**src/rtl/sysa_param.sv**
```systemverilog
// Weight-stationary N x N systolic array: skewed row inputs, per-PE multiply-accumulate
// flowing down each column, deskewed column outputs with a matching valid pipe.
//
// state | meaning
// NOWGT | no weights loaded yet; inputs refused until the first w_load
// RUN   | weights stable, vectors accepted one per enabled cycle
// DRAIN | reload pending; wait for in-flight vectors to finish, then capture w
module sysa_param #(
    parameter int N  = 4,
    parameter int DW = 8,
    parameter int AW = 16
) (
    input  logic                clk,
    input  logic                rst,
    input  logic                en,
    input  logic                w_load,
    input  logic [DW*N*N-1:0]   w,
    input  logic                in_valid,
    input  logic [DW*N-1:0]     in,
    output logic                in_ready,
    output logic                out_valid,
    output logic [AW*N-1:0]     out,
    output logic                busy
);

    localparam int VP = 2*N-1;

    typedef enum logic [1:0] {NOWGT, RUN, DRAIN} state_t;

    state_t             state_q;
    logic               accept;
    logic               capture;
    logic [VP-1:0]      vpipe_q, vpipe_d;
    logic               out_valid_q, out_valid_d;
    logic [AW*N-1:0]    out_q, out_d;
    logic [DW*N-1:0]    in_gated;

    logic signed [DW-1:0] row_in  [N];
    logic signed [DW-1:0] h_out   [N][N-1];
    logic signed [AW-1:0] v_out   [N][N];
    logic signed [AW-1:0] aligned [N];

    assign busy      = |vpipe_q;
    assign in_ready  = en && (state_q == RUN);
    assign accept    = in_ready && in_valid;
    // NOWGT loads on request; DRAIN loads only once nothing is left in flight
    assign capture   = en && (((state_q == NOWGT) && w_load) ||
                              ((state_q == DRAIN) && !busy));
    assign in_gated  = accept ? in : '0;
    assign out_valid = out_valid_q;
    assign out       = out_q;

    always_ff @(posedge clk or negedge rst) begin
        if (!rst) begin
            state_q <= NOWGT;
        end else if (en) begin
            case (state_q)
                NOWGT:   if (w_load) state_q <= RUN;
                RUN:     if (w_load) state_q <= DRAIN;
                DRAIN:   if (!busy)  state_q <= RUN;
                default: state_q <= NOWGT;
            endcase
        end
    end

    always_comb begin
        vpipe_d = vpipe_q;
        if (en) vpipe_d = {vpipe_q[VP-2:0], accept};
    end

    always_ff @(posedge clk or negedge rst) begin
        if (!rst) vpipe_q <= '0;
        else      vpipe_q <= vpipe_d;
    end

    for (genvar r = 0; r < N; r++) begin : g_skew
        if (r == 0) begin : g_direct
            assign row_in[r] = in_gated[DW-1:0];
        end else begin : g_dly
            logic [DW-1:0] sk_q [r];
            logic [DW-1:0] sk_d [r];

            always_comb begin
                sk_d = sk_q;
                if (en) begin
                    sk_d[0] = in_gated[DW*r +: DW];
                    for (int k = 1; k < r; k++) sk_d[k] = sk_q[k-1];
                end
            end

            always_ff @(posedge clk or negedge rst) begin
                if (!rst) begin
                    for (int k = 0; k < r; k++) sk_q[k] <= '0;
                end else begin
                    sk_q <= sk_d;
                end
            end

            assign row_in[r] = sk_q[r-1];
        end
    end

    for (genvar r = 0; r < N; r++) begin : g_row
        for (genvar c = 0; c < N; c++) begin : g_pe
            logic signed [DW-1:0] left;
            logic signed [DW-1:0] w_q, w_d;
            logic signed [AW-1:0] up, prod;
            logic signed [AW-1:0] v_q, v_d;

            if (c == 0) begin : g_l0
                assign left = row_in[r];
            end else begin : g_ln
                assign left = h_out[r][c-1];
            end

            if (r == 0) begin : g_u0
                assign up = '0;
            end else begin : g_un
                assign up = v_out[r-1][c];
            end

            // both operands sign-extended to AW, so the product is exact before wrapping
            assign prod = AW'(left) * AW'(w_q);

            always_comb begin
                w_d = w_q;
                v_d = v_q;
                if (capture) w_d = w[DW*(r*N+c) +: DW];
                if (en)      v_d = up + prod;
            end

            always_ff @(posedge clk or negedge rst) begin
                if (!rst) begin
                    w_q <= '0;
                    v_q <= '0;
                end else begin
                    w_q <= w_d;
                    v_q <= v_d;
                end
            end

            assign v_out[r][c] = v_q;

            if (c < N-1) begin : g_h
                logic signed [DW-1:0] h_q, h_d;

                always_comb h_d = en ? left : h_q;

                always_ff @(posedge clk or negedge rst) begin
                    if (!rst) h_q <= '0;
                    else      h_q <= h_d;
                end

                assign h_out[r][c] = h_q;
            end
        end
    end

    for (genvar c = 0; c < N; c++) begin : g_deskew
        if (c == N-1) begin : g_pass
            assign aligned[c] = v_out[N-1][c];
        end else begin : g_dly
            localparam int D = N-1-c;
            logic [AW-1:0] ds_q [D];
            logic [AW-1:0] ds_d [D];

            always_comb begin
                ds_d = ds_q;
                if (en) begin
                    ds_d[0] = v_out[N-1][c];
                    for (int k = 1; k < D; k++) ds_d[k] = ds_q[k-1];
                end
            end

            always_ff @(posedge clk or negedge rst) begin
                if (!rst) begin
                    for (int k = 0; k < D; k++) ds_q[k] <= '0;
                end else begin
                    ds_q <= ds_d;
                end
            end

            assign aligned[c] = ds_q[D-1];
        end
    end

    always_comb begin
        out_valid_d = out_valid_q;
        out_d       = out_q;
        if (en) begin
            out_valid_d = vpipe_q[VP-1];
            if (vpipe_q[VP-1]) begin
                for (int c = 0; c < N; c++) out_d[AW*c +: AW] = aligned[c];
            end
        end
    end

    always_ff @(posedge clk or negedge rst) begin
        if (!rst) begin
            out_valid_q <= 1'b0;
            out_q       <= '0;
        end else begin
            out_valid_q <= out_valid_d;
            out_q       <= out_d;
        end
    end

endmodule

```
**config.mk**
```make
export PLATFORM = sky130hd
export DESIGN_NAME = sysa_param
export DESIGN_NICKNAME = d
export VERILOG_FILES = /design/src/rtl/sysa_param.sv
export SDC_FILE = /design/constraint.sdc
export NUM_CORES = 2
export LEC_CHECK = 0
export ABC_AREA = 0
export CAP_MARGIN = 15
export CORE_MARGIN = 4
export CORE_UTILIZATION = 35
export DETAILED_ROUTE_END_ITERATION = 10
export PLACE_DENSITY = 0.5
export SYNTH_ARGS = -nofsm -noshare
export SYNTH_HDL_FRONTEND = slang
export SYNTH_SLANG_ARGS = --single-unit
```
**constraint.sdc**
```tcl
create_clock -name clk -period 5.1 [get_ports clk]
set_clock_uncertainty 0.1 [all_clocks]
set_input_delay 0.51 -clock clk [delete_from_list [all_inputs] [get_ports clk]]
set_output_delay 0.51 -clock clk [all_outputs]
set_load 0.005 [all_outputs]
```
==> run_results.csv <==
group,metric,value,unit
outcome,status,"completed",
worst_setup_path,r2r_start,"g_row[2].g_pe[0].w_q[1]",
worst_setup_path,crit_path_end_kind,"flop",
finish,fill_cells,20000,
timing,worst_pin_slew,938,ps
drt,viasPerCell,4.59,
placement,io_buffers,231,
cts,insertion_delay,730,ps
finish,drive_gt1_share,13.1,%
global_route,grt_first_pass_wirelength,280000,microns
worst_setup_path,cp_slowest_cell,"fa_1",
cts,clockBufferDepth,3,
synthesis,seq_area_frac_synth,24.5,%
worst_setup_path,r2r_cells,14,
floorplan,fp.dieW,459,microns
cts,htreeDepth,3,
synthesis,yosysTopAreaCell,"fa_1",
timing,timing.hold.ws,250,ps
worst_setup_path,critPathLaunch,"g_row[2].g_pe[0].w_q[1]",
placement,dpl.hpwl,139000,microns
worst_setup_path,cp_common_cell,"fa_1",
drt,dr.pass1.iters,5,
drt,wl,171000,microns
global_route,antenna_found_initial,18,
synthesis,synth_top_area_share,30.1,%
worst_setup_path,startpoint_type,"flop",
cts,clkSinkCount,698,
global_route,grt_max_degree,176,
floorplan,dieArea,0.211,sq mm
worst_setup_path,crit_chain,"and2_1 > fa_1 > fa_1 > inv_1 > fa_1 > inv_1 > fa_1 > fa_1 > ha_1 > or3_1 > o32ai_2 > a211oi_1 > o21a_1 > a221o_1",
drt,ant_nets,0,
worst_setup_path,worstPathArrival,5440,ps
synthesis,synth_area,0.0712,sq mm
drt,routedWlPerCell,17.1,microns
global_route,grt-ovfl-total,0,
worst_setup_path,cp-endpoint,"g_row[2].g_pe[0].v_q[15]",
finish,syn_to_final_growth,14.8,%
worst_setup_path,crit_fanout,4,
drt,vias,45800,
floorplan,ioPinCount,232,
timing,fin_crit_sh,97.0,%
cts,cts_tree,"done",
global_route,track_usage,16.7,%
cts,cts-root-buf,"clkbuf_16",
finish,regArea,0.0175,sq mm
worst_setup_path,crit_type,"flop to flop",
finish,multi_input_area,0.0473,sq mm
run,maxCapViolCount,0,
drt,drcViolationCount,0,
synthesis,async_reset_ff_share,100,%
worst_setup_path,cp_data_required_time,5590,ps
drt,drtIter0Drc,1913,
placement,placed_cell_area,0.0782,sq mm
finish,fin_nets,9022,
synthesis,synth.avg_cell_area,10.4,sq um
floorplan,num_rows,165,
synthesis,ys_ff_latch,698,
synthesis,syn-instance-count,6847,
floorplan,core,0.202,sq mm
floorplan,die_h,459,microns
floorplan,start_util,35.2,%
worst_hold_path,hold_class,"primary input to async pin",
synthesis,synth.area.top_cells,"fa_1 (30%), dfrtp_1 (25%), ha_1 (9.8%), inv_1 (8.1%), mux2_2 (6.6%)",
worst_setup_path,regToRegEndpoint,"g_row[2].g_pe[0].v_q[15]",
timing,hold_violations,0,
timing,slew_headroom,37.5,%
timing,fmax,202,MHz
synthesis,synth_edf_count,0,
synthesis,yosysUniqueCellTypes,57,
worst_setup_path,ff2ff_setup_slack,150,ps
finish,final_area,0.0817,sq mm
synthesis,yosys_warnings,0,
timing,setup_viol_count_final,0,
cts,cts.reportedPaths.clkPinSlew,60,ps
cts,numCtsBuffers,91,
global_route,grt_pass1_vias,50100,
timing,rsz0062_at_grt,"true",
timing,drv_slew,0,
synthesis,ys.flop_type,"dfrtp_1",
worst_setup_path,critical-path-max-stage-delay,530,ps
synthesis,synth_fp_nets,8644,
timing,finalCriticalPeriod,4950,ps
placement,gp_congestion,0.845,
## worst max-delay path, delay by kind of cell (launching register included)
family	cells	cell delay, ps
adder cells (fa/ha/maj)	6	2620
AO/OA/AOI/OAI	4	920
AND/OR/NAND/NOR	2	620
flip-flops	1	430
buffers and inverters	2	110
## cell usage in the layout, fill, tap and decap left out, drive strengths merged, types with 4 or more instances in the layout
master and instances:
inv 1540, fa 1072, dfrtp 698, nand2 574, ha 560, mux2 466, and2 418, buf 287
xnor2 243, clkdlybuf4s50 229, o21ai 185, nor2 132, clkbuf 125, a21oi 97, nand2b 89, nor3 59
o21a 54, a21o 53, and3 51, xor2 43, mux2i 32, a22o 31, a211oi 31, a31oi 27
clkinv 24, o21bai 19, o211ai 19, nand3 18, or3 17, nor2b 14, a21boi 11, nor4 11
bufinv 9, o31ai 9, diode 7, o32ai 7, o32a 5, o41ai 5, or4 4, a221o 4
## routing by layer
metal,vias to the layer above,share of wire (%),GRT usage [%]
met1,23300,47,23.5
met3,173,3.1,2.13
met5,-,0.022,0
li1,21800,-,-
met2,528,48,27.9
met4,6,1.8,3.22
## layout make-up
class                           count  area share (%)
Clock inverter                     41           0.704
Inverter                         1534            7.05
Multi-Input combinational cell   4383            57.9
Tap cell                         2672            4.09
Antenna cell                        7          0.0214
Sequential cell                   698            21.4
Clock buffer                      125            3.18
Timing Repair Buffer              517            5.66
## Yosys cell counts, drive strengths merged (54+ instances only)
| cell | n |
|---|---|
| a21oi | 97 |
| and2 | 416 |
| clkbuf | 212 |
| dfrtp | 698 |
| fa | 1072 |
| ha | 560 |
| inv | 1533 |
| mux2 | 466 |
| nand2 | 574 |
| nand2b | 89 |
| nor2 | 132 |
| nor3 | 59 |
| o21a | 54 |
| o21ai | 185 |
| xnor2 | 243 |
## metrics by stage
stage	TNS (ps)	setup slack [ps]	cells	util, %
after floorplan	-12.9	-12.9	6847	-
after global placement	-1010	-268	9783	38.6
after detailed placement	-1220	-318	9783	38.6
after CTS	0	4.58	9950	40.2
after global routing	-40.3	-15.7	9971	40.4
final	0	154	9977	40.4
## worst min path at each step
stage                                        from                       to  depth (start not counted)
after floorplan                               rst              aligned[32]                          0
after global placement    g_row[3].g_pe[0].v_q[7]  g_row[3].g_pe[0].v_q[7]                          1
after detailed placement  g_row[3].g_pe[0].v_q[7]  g_row[3].g_pe[0].v_q[7]                          1
after CTS                                   w[31]  g_row[0].g_pe[3].w_q[7]                          3
after global routing                        w[31]  g_row[0].g_pe[3].w_q[7]                          3
final                                         rst                  out[26]                          2
## registers in the layout, indices dropped and copies added, names as in the netlist, 2 cells and up
name                 flops
g_row.g_pe.left         24
g_skew.g_dly.sk_q       24
g_row.g_pe.v_q         256
g_row.g_pe.g_h.h_q      96
vpipe_q                  7
g_deskew.g_dly.ds_q     64
out                     64
g_row.g_pe.w_q         128
state_q                  2
aligned                 32
## repair_timing
item / CTS / global route
buffers inserted: 0 / 18
resized for setup: 0 / 101
endpoints found under the setup margin: 0 / 63
endpoints found under the hold margin: 55 / 0
hold buffers: 1 / 0
## kinds of logic (layout without fill, tap and decap cells)
| family | after synthesis | count (layout) | share of synthesized area, % |
|---|---|---|---|
| simple gates | 1393 | 1395 | 9.68 |
| other cells | 0 | 7 | 0 |
| fa+ha+maj | 1632 | 1632 | 40.0 |
| compound gates | 572 | 572 | 5.12 |
| xor+xnor | 286 | 286 | 3.52 |
| flops | 698 | 698 | 24.5 |
| buf+inv | 1768 | 2217 | 9.37 |
| mux | 498 | 498 | 7.82 |
Power is not shown: default switching activity piles up to over one toggle a cycle in this logic, so the estimate is an artifact.
